[config.mk]
export PLATFORM = sky130hd
export DESIGN_NAME = router_nport
export DESIGN_NICKNAME = d
export VERILOG_FILES = /design/src/rtl/router_pkg.sv /design/src/rtl/router_rr_arb.sv /design/src/rtl/router_nport.sv
export SDC_FILE = /design/constraint.sdc
export NUM_CORES = 1
export LEC_CHECK = 0
export ABC_AREA = 1
export CAP_MARGIN = 20
export CORE_ASPECT_RATIO = 0.6
export CORE_MARGIN = 2
export CORE_UTILIZATION = 49
export DETAILED_ROUTE_END_ITERATION = 10
export PLACE_DENSITY_LB_ADDON = 0.05
export SYNTH_ARGS = -nofsm -noshare
export SYNTH_HDL_FRONTEND = slang
export SYNTH_HIERARCHICAL = 1
export SYNTH_SLANG_ARGS = --single-unit
export TNS_END_PERCENT = 30
[constraint.sdc]
create_clock -name clk_i -period 4.1 [get_ports clk_i]
set_input_delay 0.615 -clock clk_i [delete_from_list [all_inputs] [get_ports clk_i]]
set_output_delay 0.615 -clock clk_i [all_outputs]
set_load 0.005 [all_outputs]
[src/rtl/router_pkg.sv]
// Shared constants and helpers for the N-port star router.
// Latency: n/a (package only).
// Backpressure: n/a (package only).
package router_pkg;

    localparam int DEF_NPORTS     = 4;
    localparam int DEF_DW         = 8;
    localparam int DEF_FIFO_DEPTH = 4;
    localparam int PERF_CNT_W     = 16;

    // Ceiling log2, usable in constant expressions; clog2(1) = 0.
    function automatic int clog2(input int value);
        int r;
        r = 0;
        for (int i = 0; i < 31; i++) begin
            if ((1 << i) < value) begin
                r = i + 1;
            end
        end
        return r;
    endfunction

endpackage

[src/rtl/router_rr_arb.sv]
// Round-robin arbiter for one output: one-hot grant, search starts at the pointer.
// Latency: combinational grant; pointer updates on the edge of a grant.
// Backpressure: no grant and pointer hold while en_i is low.
module router_rr_arb
    import router_pkg::*;
#(
    parameter int N = DEF_NPORTS
) (
    input  logic         clk_i,
    input  logic         rst_ni,
    input  logic [N-1:0] req_i,
    input  logic         en_i,
    output logic [N-1:0] gnt_o
);

    localparam int PW = (clog2(N) < 1) ? 1 : clog2(N);

    logic [PW-1:0] ptr_q;
    logic [PW-1:0] ptr_d;
    logic          found;

    // Two passes: first the requesters at or above the pointer, then wrap to the bottom.
    always_comb begin
        gnt_o = '0;
        ptr_d = ptr_q;
        found = 1'b0;
        if (en_i) begin
            for (int i = 0; i < N; i++) begin
                if (!found && req_i[i] && (i >= int'(ptr_q))) begin
                    found    = 1'b1;
                    gnt_o[i] = 1'b1;
                    ptr_d    = PW'((i + 1) % N);
                end
            end
            for (int i = 0; i < N; i++) begin
                if (!found && req_i[i]) begin
                    found    = 1'b1;
                    gnt_o[i] = 1'b1;
                    ptr_d    = PW'((i + 1) % N);
                end
            end
        end
    end

    // Pointer moves past the winner; it holds when nothing was granted.
    always_ff @(posedge clk_i or negedge rst_ni) begin
        if (!rst_ni) begin
            ptr_q <= '0;
        end else begin
            ptr_q <= ptr_d;
        end
    end

endmodule

[src/rtl/router_nport.sv]
// N-port star router: per-input FIFO, dest decode, per-output RR arbiter, registered crossbar.
// Latency: flit written at edge t can be presented at out_valid on edge t+1.
// Backpressure: out_ready low stalls the output register and its requesters; full FIFO drops in_ready.
// Optional: ROUTER_PERF_CNT_EN adds per-output 16-bit saturating transfer counters (perf_cnt_o).
module router_nport
    import router_pkg::*;
#(
    parameter int NPORTS     = DEF_NPORTS,
    parameter int DW         = DEF_DW,
    parameter int FIFO_DEPTH = DEF_FIFO_DEPTH
) (
    input  logic                   clk_i,
    input  logic                   rst_ni,
    input  logic [NPORTS*DW-1:0]   in_data_i,
    input  logic [NPORTS-1:0]      in_valid_i,
    output logic [NPORTS-1:0]      in_ready_o,
    output logic [NPORTS*DW-1:0]   out_data_o,
    output logic [NPORTS-1:0]      out_valid_o,
    input  logic [NPORTS-1:0]      out_ready_i,
    output logic [NPORTS-1:0]      route_err_o
`ifdef ROUTER_PERF_CNT_EN
    ,
    output logic [NPORTS*PERF_CNT_W-1:0] perf_cnt_o
`endif
);

    localparam int DEST_W = (clog2(NPORTS) < 1) ? 1 : clog2(NPORTS);
    localparam int PTR_W  = clog2(FIFO_DEPTH);
    localparam int CNT_W  = PTR_W + 1;
    localparam logic [CNT_W-1:0] FULL_CNT = CNT_W'(FIFO_DEPTH);

    logic [DW-1:0]     head     [NPORTS];
    logic [DEST_W-1:0] dest     [NPORTS];
    logic [NPORTS-1:0] req      [NPORTS];
    logic [NPORTS-1:0] gnt      [NPORTS];
    logic [NPORTS-1:0] not_empty;
    logic [NPORTS-1:0] bad_dest;
    logic [NPORTS-1:0] push;
    logic [NPORTS-1:0] pop;
    logic [NPORTS-1:0] load;

    // Request matrix: req[j][i] means input i's head flit wants output j.
    always_comb begin
        for (int j = 0; j < NPORTS; j++) begin
            req[j] = '0;
            for (int i = 0; i < NPORTS; i++) begin
                req[j][i] = not_empty[i] && (int'(dest[i]) == j);
            end
        end
    end

    // An input pops when it is granted anywhere or its head is undeliverable.
    always_comb begin
        pop = bad_dest;
        for (int j = 0; j < NPORTS; j++) begin
            pop = pop | gnt[j];
        end
    end

    assign route_err_o = bad_dest;

    for (genvar i = 0; i < NPORTS; i++) begin : g_in
        logic [DW-1:0]    mem_q [FIFO_DEPTH];
        logic [PTR_W-1:0] wr_ptr_q;
        logic [PTR_W-1:0] rd_ptr_q;
        logic [CNT_W-1:0] cnt_q;
        logic [CNT_W-1:0] cnt_d;
        logic             ready_q;

        assign push[i]       = in_valid_i[i] && ready_q;
        assign in_ready_o[i] = ready_q;
        assign not_empty[i]  = (cnt_q != '0);
        assign head[i]       = mem_q[rd_ptr_q];
        assign dest[i]       = head[i][DEST_W-1:0];
        assign bad_dest[i]   = not_empty[i] && (int'(dest[i]) >= NPORTS);

        // Occupancy: simultaneous push and pop leave the count unchanged.
        always_comb begin
            cnt_d = cnt_q;
            if (push[i] && !pop[i]) begin
                cnt_d = cnt_q + 1'b1;
            end else if (!push[i] && pop[i]) begin
                cnt_d = cnt_q - 1'b1;
            end
        end

        // Pointers, count and the registered not-full flag.
        always_ff @(posedge clk_i or negedge rst_ni) begin
            if (!rst_ni) begin
                wr_ptr_q <= '0;
                rd_ptr_q <= '0;
                cnt_q    <= '0;
                ready_q  <= 1'b1;
            end else begin
                if (push[i]) begin
                    wr_ptr_q <= wr_ptr_q + 1'b1;
                end
                if (pop[i]) begin
                    rd_ptr_q <= rd_ptr_q + 1'b1;
                end
                cnt_q   <= cnt_d;
                ready_q <= (cnt_d != FULL_CNT);
            end
        end

        // Storage needs no reset; the count decides what is valid.
        always_ff @(posedge clk_i) begin
            if (push[i]) begin
                mem_q[wr_ptr_q] <= in_data_i[i*DW +: DW];
            end
        end
    end

    for (genvar j = 0; j < NPORTS; j++) begin : g_out
        logic          vld_q;
        logic [DW-1:0] dat_q;
        logic [DW-1:0] sel_dat;

        assign load[j]                = !vld_q || out_ready_i[j];
        assign out_valid_o[j]         = vld_q;
        assign out_data_o[j*DW +: DW] = dat_q;

        router_rr_arb #(
            .N (NPORTS)
        ) u_arb (
            .clk_i  (clk_i),
            .rst_ni (rst_ni),
            .req_i  (req[j]),
            .en_i   (load[j]),
            .gnt_o  (gnt[j])
        );

        // Crossbar column: pick the head of the granted input.
        always_comb begin
            sel_dat = '0;
            for (int i = 0; i < NPORTS; i++) begin
                if (gnt[j][i]) begin
                    sel_dat = head[i];
                end
            end
        end

        // Output register: load on grant, empty when drained with nothing new.
        always_ff @(posedge clk_i or negedge rst_ni) begin
            if (!rst_ni) begin
                vld_q <= 1'b0;
                dat_q <= '0;
            end else if (load[j]) begin
                vld_q <= |gnt[j];
                if (|gnt[j]) begin
                    dat_q <= sel_dat;
                end
            end
        end

`ifdef ROUTER_PERF_CNT_EN
        logic [PERF_CNT_W-1:0] perf_q;

        assign perf_cnt_o[j*PERF_CNT_W +: PERF_CNT_W] = perf_q;

        // Saturating count of completed output transfers.
        always_ff @(posedge clk_i or negedge rst_ni) begin
            if (!rst_ni) begin
                perf_q <= '0;
            end else if (vld_q && out_ready_i[j] && (perf_q != '1)) begin
                perf_q <= perf_q + 1'b1;
            end
        end
`endif
    end

endmodule

==> flow_summary.toml, run 1 <==
[place]
gp_congestion = 0.937
portBuffers = 81
dp_hpwl_um = 21700

[floorplan]
die_h_um = 121
fp.dieW_um = 198
io_pins = 86
start_util_pct = 50.2
rows = 42
die-area_um2 = 23900
core_region_area_um2 = 22100

[drt]
detail_route.drc_violations = 0
drtPass1Iterations = 6
drtIter0Drc = 1132
routed_wl_um = 29300
vias_per_cell = 5.24
ant_nets = 0
wl_per_cell_um = 18.1
vias = 8490

[clock_tree]
cts_tree = "done"
clk_latency_ns = 0.52
clk_pin_slew_ns = 0.07
cts_num_sinks = 204
cts_buffer_depth = 3
cts-buffers-inserted = 20
cts_root_buf = "clkbuf_16"
cts_max_level = 1

[setup_path]
arrival_ns = 4.25
end_kind = "register"
cp.required_ns = 4.53
critPathLaunchType = "register"
cp_max_fo = 10
crit_slowest_cell = "a21oi_1"
path_cells = "inv_4 -> nand3_1 -> nand2_1 -> inv_1 -> nor2_1 -> nand2_1 -> nand3_2 -> nor2_4 -> nand3_2 -> a21oi_1 -> inv_2 -> nand3_2 -> nand2_2 -> o21ai_0 -> nand2_1 -> o21ai_1 -> nand2_1"
max_stage_delay_ns = 0.80
crit_top_cell = "nand2_1"
criticalPathCategory = "register to register"

[global_routing]
grt_pass1_vias = 7649
grt_pass1_wl_um = 45000
grt_use_total_pct = 25.0
antenna_found_initial = 0
grt_start_max_net_pins = 77
grt_overflow = 0

[sta]
post-route-period-util_pct = 93.2
hold_viol_final = 0
rsz0062_at_grt = "false"
drv_slew = 0
skew_ns = 0.0169
setup_viol = 0
max_slew_margin_pct = 23.9
fin_crit_ns = 3.82
max_freq_ghz = 0.262
tns_ns = 0
worst_pin_slew_ns = 1.14

[yosys]
syn_area_um2 = 11100
avgSynthCellArea_um2 = 9.10
yosys.area.top_type_share_pct = 34.6
synth_cells = 1219
synth_seq_cells = 204
ys_seq_area_share_pct = 51.8
synthTopCellsByArea = "edfxtp_1 (35%), dfrtp_1 (16%), nand2_1 (12%)"
yosys.cell_types.count = 36
synth_area_leader_cell = "edfxtp_1"
yosys_warnings = 6

[finish]
final_common_cell = "nand2_1"
syn_to_final_growth_pct = 14.8
num-nets-final = 1368
num_antenna_cells = 0
fill_cells = 1970
regArea_um2 = 5750
multi_input_area_um2 = 4350
drive_gt1_share_pct = 13.3
final_cell_mix = "nand2_1 (364), nand3_1 (143), edfxtp_1 (128)"
fin_util_pct = 57.6

[worst_hold_path]
holdCritPathClass = "input pin to async pin"

[job]
cap_violations = 0

[run_status]
outcome = "finished, final reports clean"
metal layers:
layer / wire length (um) / global-route usage, % / vias up
li1: - / - / 4136
met1: 15100 / 42.1 / 3957
met2: 11000 / 32.1 / 363
met3: 2710 / 4.91 / 34
met4: 569 / 5.26 / 0
met5: 0 / 0 / -
stage by stage:
step	instance area (um^2)	setup WS, ns	cells	hold WS (ns)
3_3_place_gp	12000	0.502	1582	0.471
2_1_floorplan	11100	1.58	1222	0.319
3_5_place_dp	12000	0.492	1582	0.469
6_report	12700	0.280	1620	0.477
4_1_cts	12700	0.479	1618	0.326
5_1_grt	12700	0.0591	1620	0.491
sequential cells by signal (all words and copies together) (netlist names):
name               flops
g_in.cnt_q            12
g_in.mem_q           128
g_in.rd_ptr_q          8
g_in.ready_q           4
g_in.wr_ptr_q          8
g_out.dat_q           32
g_out.u_arb/ptr_q      8
g_out.vld_q            4
cells in the mapped netlist:
| master | instances |
|---|---|
| nand2_1 | 364 |
| nand3_1 | 143 |
| edfxtp_1 | 128 |
| inv_1 | 123 |
| dfrtp_1 | 72 |
| nor2_1 | 70 |
| a21oi_1 | 35 |
| nand3_2 | 35 |
| ha_1 | 28 |
| o21ai_0 | 27 |
| nand2_2 | 24 |
| a21oi_2 | 20 |
| o21ai_1 | 20 |
| buf_4 | 19 |
| buf_6 | 19 |
| xor2_1 | 12 |
| nand4_1 | 11 |
| o21a_1 | 8 |
| xnor2_1 | 8 |
| inv_2 | 7 |
| inv_4 | 7 |
| nor2_4 | 6 |
| buf_2 | 5 |
| dfstp_2 | 4 |
| nor2_2 | 4 |
| buf_8 | 3 |
| inv_6 | 3 |
| nand2_4 | 3 |
| o21ai_2 | 3 |
| nand4_4 | 2 |
| bufinv_8 | 1 |
| conb_1 | 1 |
| inv_8 | 1 |
| nand3_4 | 1 |
| nand4_2 | 1 |
| nor2_8 | 1 |
critical path, delay by kind of cell, from the launching register on:
family,cells,cell delay [ns]
AO/OA/AOI/OAI,3,1.09
flip-flops,1,0.63
buffers and inverters,3,0.49
AND/OR/NAND/NOR,11,1.52
final cells by class:
| class | instances | share of cell area (%) |
|---|---|---|
| tap | 308 | 3.02 |
| sequential | 204 | 45.1 |
| clock buffer | 23 | 4.10 |
| timing repair buffer | 100 | 7.64 |
| multi-input combinational | 830 | 34.1 |
| inverter | 142 | 4.61 |
| clock inverter | 13 | 1.38 |
what timing repair did:
item | in CTS | in global routing
setup buffers | 0 | 0
hold endpoints to repair | 0 | 8
resized for setup | 0 | 0
hold buffers | 0 | 1
final timing paths:
kind	from	endpoint	slack, ns	cells past startpoint
max	g_in[1].rd_ptr_q[1]$_DFFE_PN0P_	g_in[1].ready_q$_DFF_PN1_	0.28	17
min	rst_ni	g_out[2].dat_q[4]$_DFFE_PN0P_	0.48	2
max reg2reg	g_in[1].rd_ptr_q[1]$_DFFE_PN0P_	g_in[1].ready_q$_DFF_PN1_	0.28	17
min reg2reg	g_out[3].dat_q[2]$_DFFE_PN0P_	g_out[3].dat_q[2]$_DFFE_PN0P_	0.49	2
max in group asynchronous	rst_ni	g_in[1].ready_q$_DFF_PN1_	2.98	3
min in group clk_i	g_out[3].dat_q[2]$_DFFE_PN0P_	g_out[3].dat_q[2]$_DFFE_PN0P_	0.49	2
kinds of logic after synthesis:
| group | synth area share, % |
|---|---|
| AOI/OAI and AO/OA | 6.05 |
| xor gates and xnor gates | 1.58 |
| adders and majority gates | 3.16 |
| buffers and inverters | 9.13 |
| DFF | 51.8 |
| other | 0.0338 |
| and+or+nand+nor | 28.2 |
Power of run 1 is not shown: default switching activity piles up to over one toggle a cycle in this logic, so the estimate is an artifact.
==> inputs of run 2 (changes only) <==
- CORE_UTILIZATION: 49 -> 60
- HOLD_SLACK_MARGIN: not set -> 0.03
==> flow_summary.toml, run 2 (synthesis gave the netlist of run 1 again) <==
[finish]
reg.largest.list = "g_in.mem_q: 128 flops, g_out.dat_q: 32 flops, g_in.cnt_q: 12 flops"
drive_gt1_share_pct = 12.7
num_antenna_cells = 0
largest_reg_flops = 128
max_flop_register = "g_in.mem_q"
num-nets-final = 1362
final_cell_mix = "nand2_1 (364), nand3_1 (143), edfxtp_1 (128)"
syn_to_final_growth_pct = 12.8
final_common_cell = "nand2_1"
fin_util_pct = 69.1
design_area_um2 = 12500

[global_routing]
grt_overflow = 0
grt_start_max_net_pins = 58
grt_use_total_pct = 29.2
antenna_found_initial = 0
grt_pass1_wl_um = 44000
grt_pass1_vias = 7915

[place]
gp_congestion = 1.03
portBuffers = 81
dp_hpwl_um = 21000
placed_area_um2 = 11900

[setup_path]
cp_max_fo = 19
crit_top_cell = "nand2_1"
worstReg2RegEnd = "g_in[1].ready_q$_DFF_PN1_"
crit_slowest_cell = "a21oi_1"
end_kind = "register"
reg2reg_depth = 17
cp.required_ns = 4.53
path_buf_inv = 1
path_cells = "nand2_1 -> nand3_1 -> nand2_1 -> inv_1 -> nor2_1 -> nand2_2 -> nand3_2 -> nor2_4 -> nand3_2 -> a21oi_1 -> nor2_4 -> nand3_2 -> nand2_2 -> o21ai_0 -> nand2_1 -> o21ai_1 -> nand2_1"
critPathLaunchType = "register"
r2r_slack_ns = 0.39
cp_top_family = "simple AND/OR/NAND/NOR gates"
criticalPathCategory = "register to register"
timing.rr.start = "g_in[2].rd_ptr_q[0]$_DFFE_PN0P_"
arrival_ns = 4.14
max_stage_delay_ns = 0.89

[floorplan]
start_util_pct = 61.3
core_region_area_um2 = 18100
fp.dieW_um = 180
rows = 38
io_pins = 86
die_h_um = 109
die-area_um2 = 19600

[clock_tree]
clk_pin_slew_ns = 0.06
postCtsSetupBuffers = 0
cts_root_buf = "clkbuf_16"
cts_num_sinks = 204
cts_tree = "done"
cts-buffers-inserted = 20
clk_latency_ns = 0.51
cts_buffer_depth = 3
cts_max_level = 1

[worst_hold_path]
holdCritPathClass = "input pin to async pin"

[sta]
tns_ns = 0
fin_crit_ns = 3.71
worst_pin_slew_ns = 1.14
setup_viol = 0
post-route-period-util_pct = 90.6
hold_viol_final = 0
skew_ns = 0.0140
rsz0062_at_grt = "false"
max_slew_margin_pct = 24.3
max_freq_ghz = 0.269
hold_slack_ns = 0.194
drv_slew = 0

[job]
cap_violations = 0

[drt]
routed_wl_um = 28100
vias = 8585
drtPass1Iterations = 9
ant_nets = 0
vias_per_cell = 5.55
wl_per_cell_um = 18.2
detail_route.drc_violations = 0
drtIter0Drc = 993

[run_status]
outcome = "finished, final reports clean"
## run 2: how the worst max path moves through the flow
stage / startpoint / end / cells after the start
after floorplan: g_in[1].rd_ptr_q[1]$_DFFE_PN0P_ / g_out[1].dat_q[1]$_DFFE_PN0P_ / 21
after CTS: g_in[1].rd_ptr_q[0]$_DFFE_PN0P_ / g_in[1].ready_q$_DFF_PN1_ / 17
after global placement: g_in[1].rd_ptr_q[0]$_DFFE_PN0P_ / g_out[1].dat_q[1]$_DFFE_PN0P_ / 19
after global routing: g_in[2].rd_ptr_q[0]$_DFFE_PN0P_ / g_out[1].dat_q[7]$_DFFE_PN0P_ / 19
final: g_in[2].rd_ptr_q[0]$_DFFE_PN0P_ / g_in[1].ready_q$_DFF_PN1_ / 17
after detailed placement: g_in[1].rd_ptr_q[0]$_DFFE_PN0P_ / g_in[1].ready_q$_DFF_PN1_ / 17
## run 2: timing repair
| action | 4_1_cts | 5_1_grt |
|---|---|---|
| endpoints found under the hold margin | 0 | 0 |
| hold buffers | 0 | 0 |
| endpoints found under the setup margin | 0 | 5 |
| resized for setup | 0 | 1 |
## run 2: layout make-up
class                           instances  area (um^2)
Clock inverter                          4         22.5
Tap cell                              240          300
Inverter                              142          587
Fill cell                            1397         5600
Sequential cell                       204         5750
Timing Repair Buffer                   94          906
Multi-Input combinational cell        830         4350
Clock buffer                           32          607
## run 2: through the flow
step	worst slack, ns	instances
floorplan	1.58	1222
global placement	0.469	1510
detailed placement	0.441	1510
CTS	0.413	1546
global route	0.0329	1546
finish	0.386	1546
## run 2: metal layers
layer / vias up / track usage, % / wire (um)
met4: 0 / 7.03 / 590
met3: 46 / 7.02 / 2940
met1: 3992 / 45.6 / 13400
li1: 4120 / - / -
met5: - / 0 / 0
met2: 427 / 40.9 / 11200
Power of run 2 is left out for the same reason.
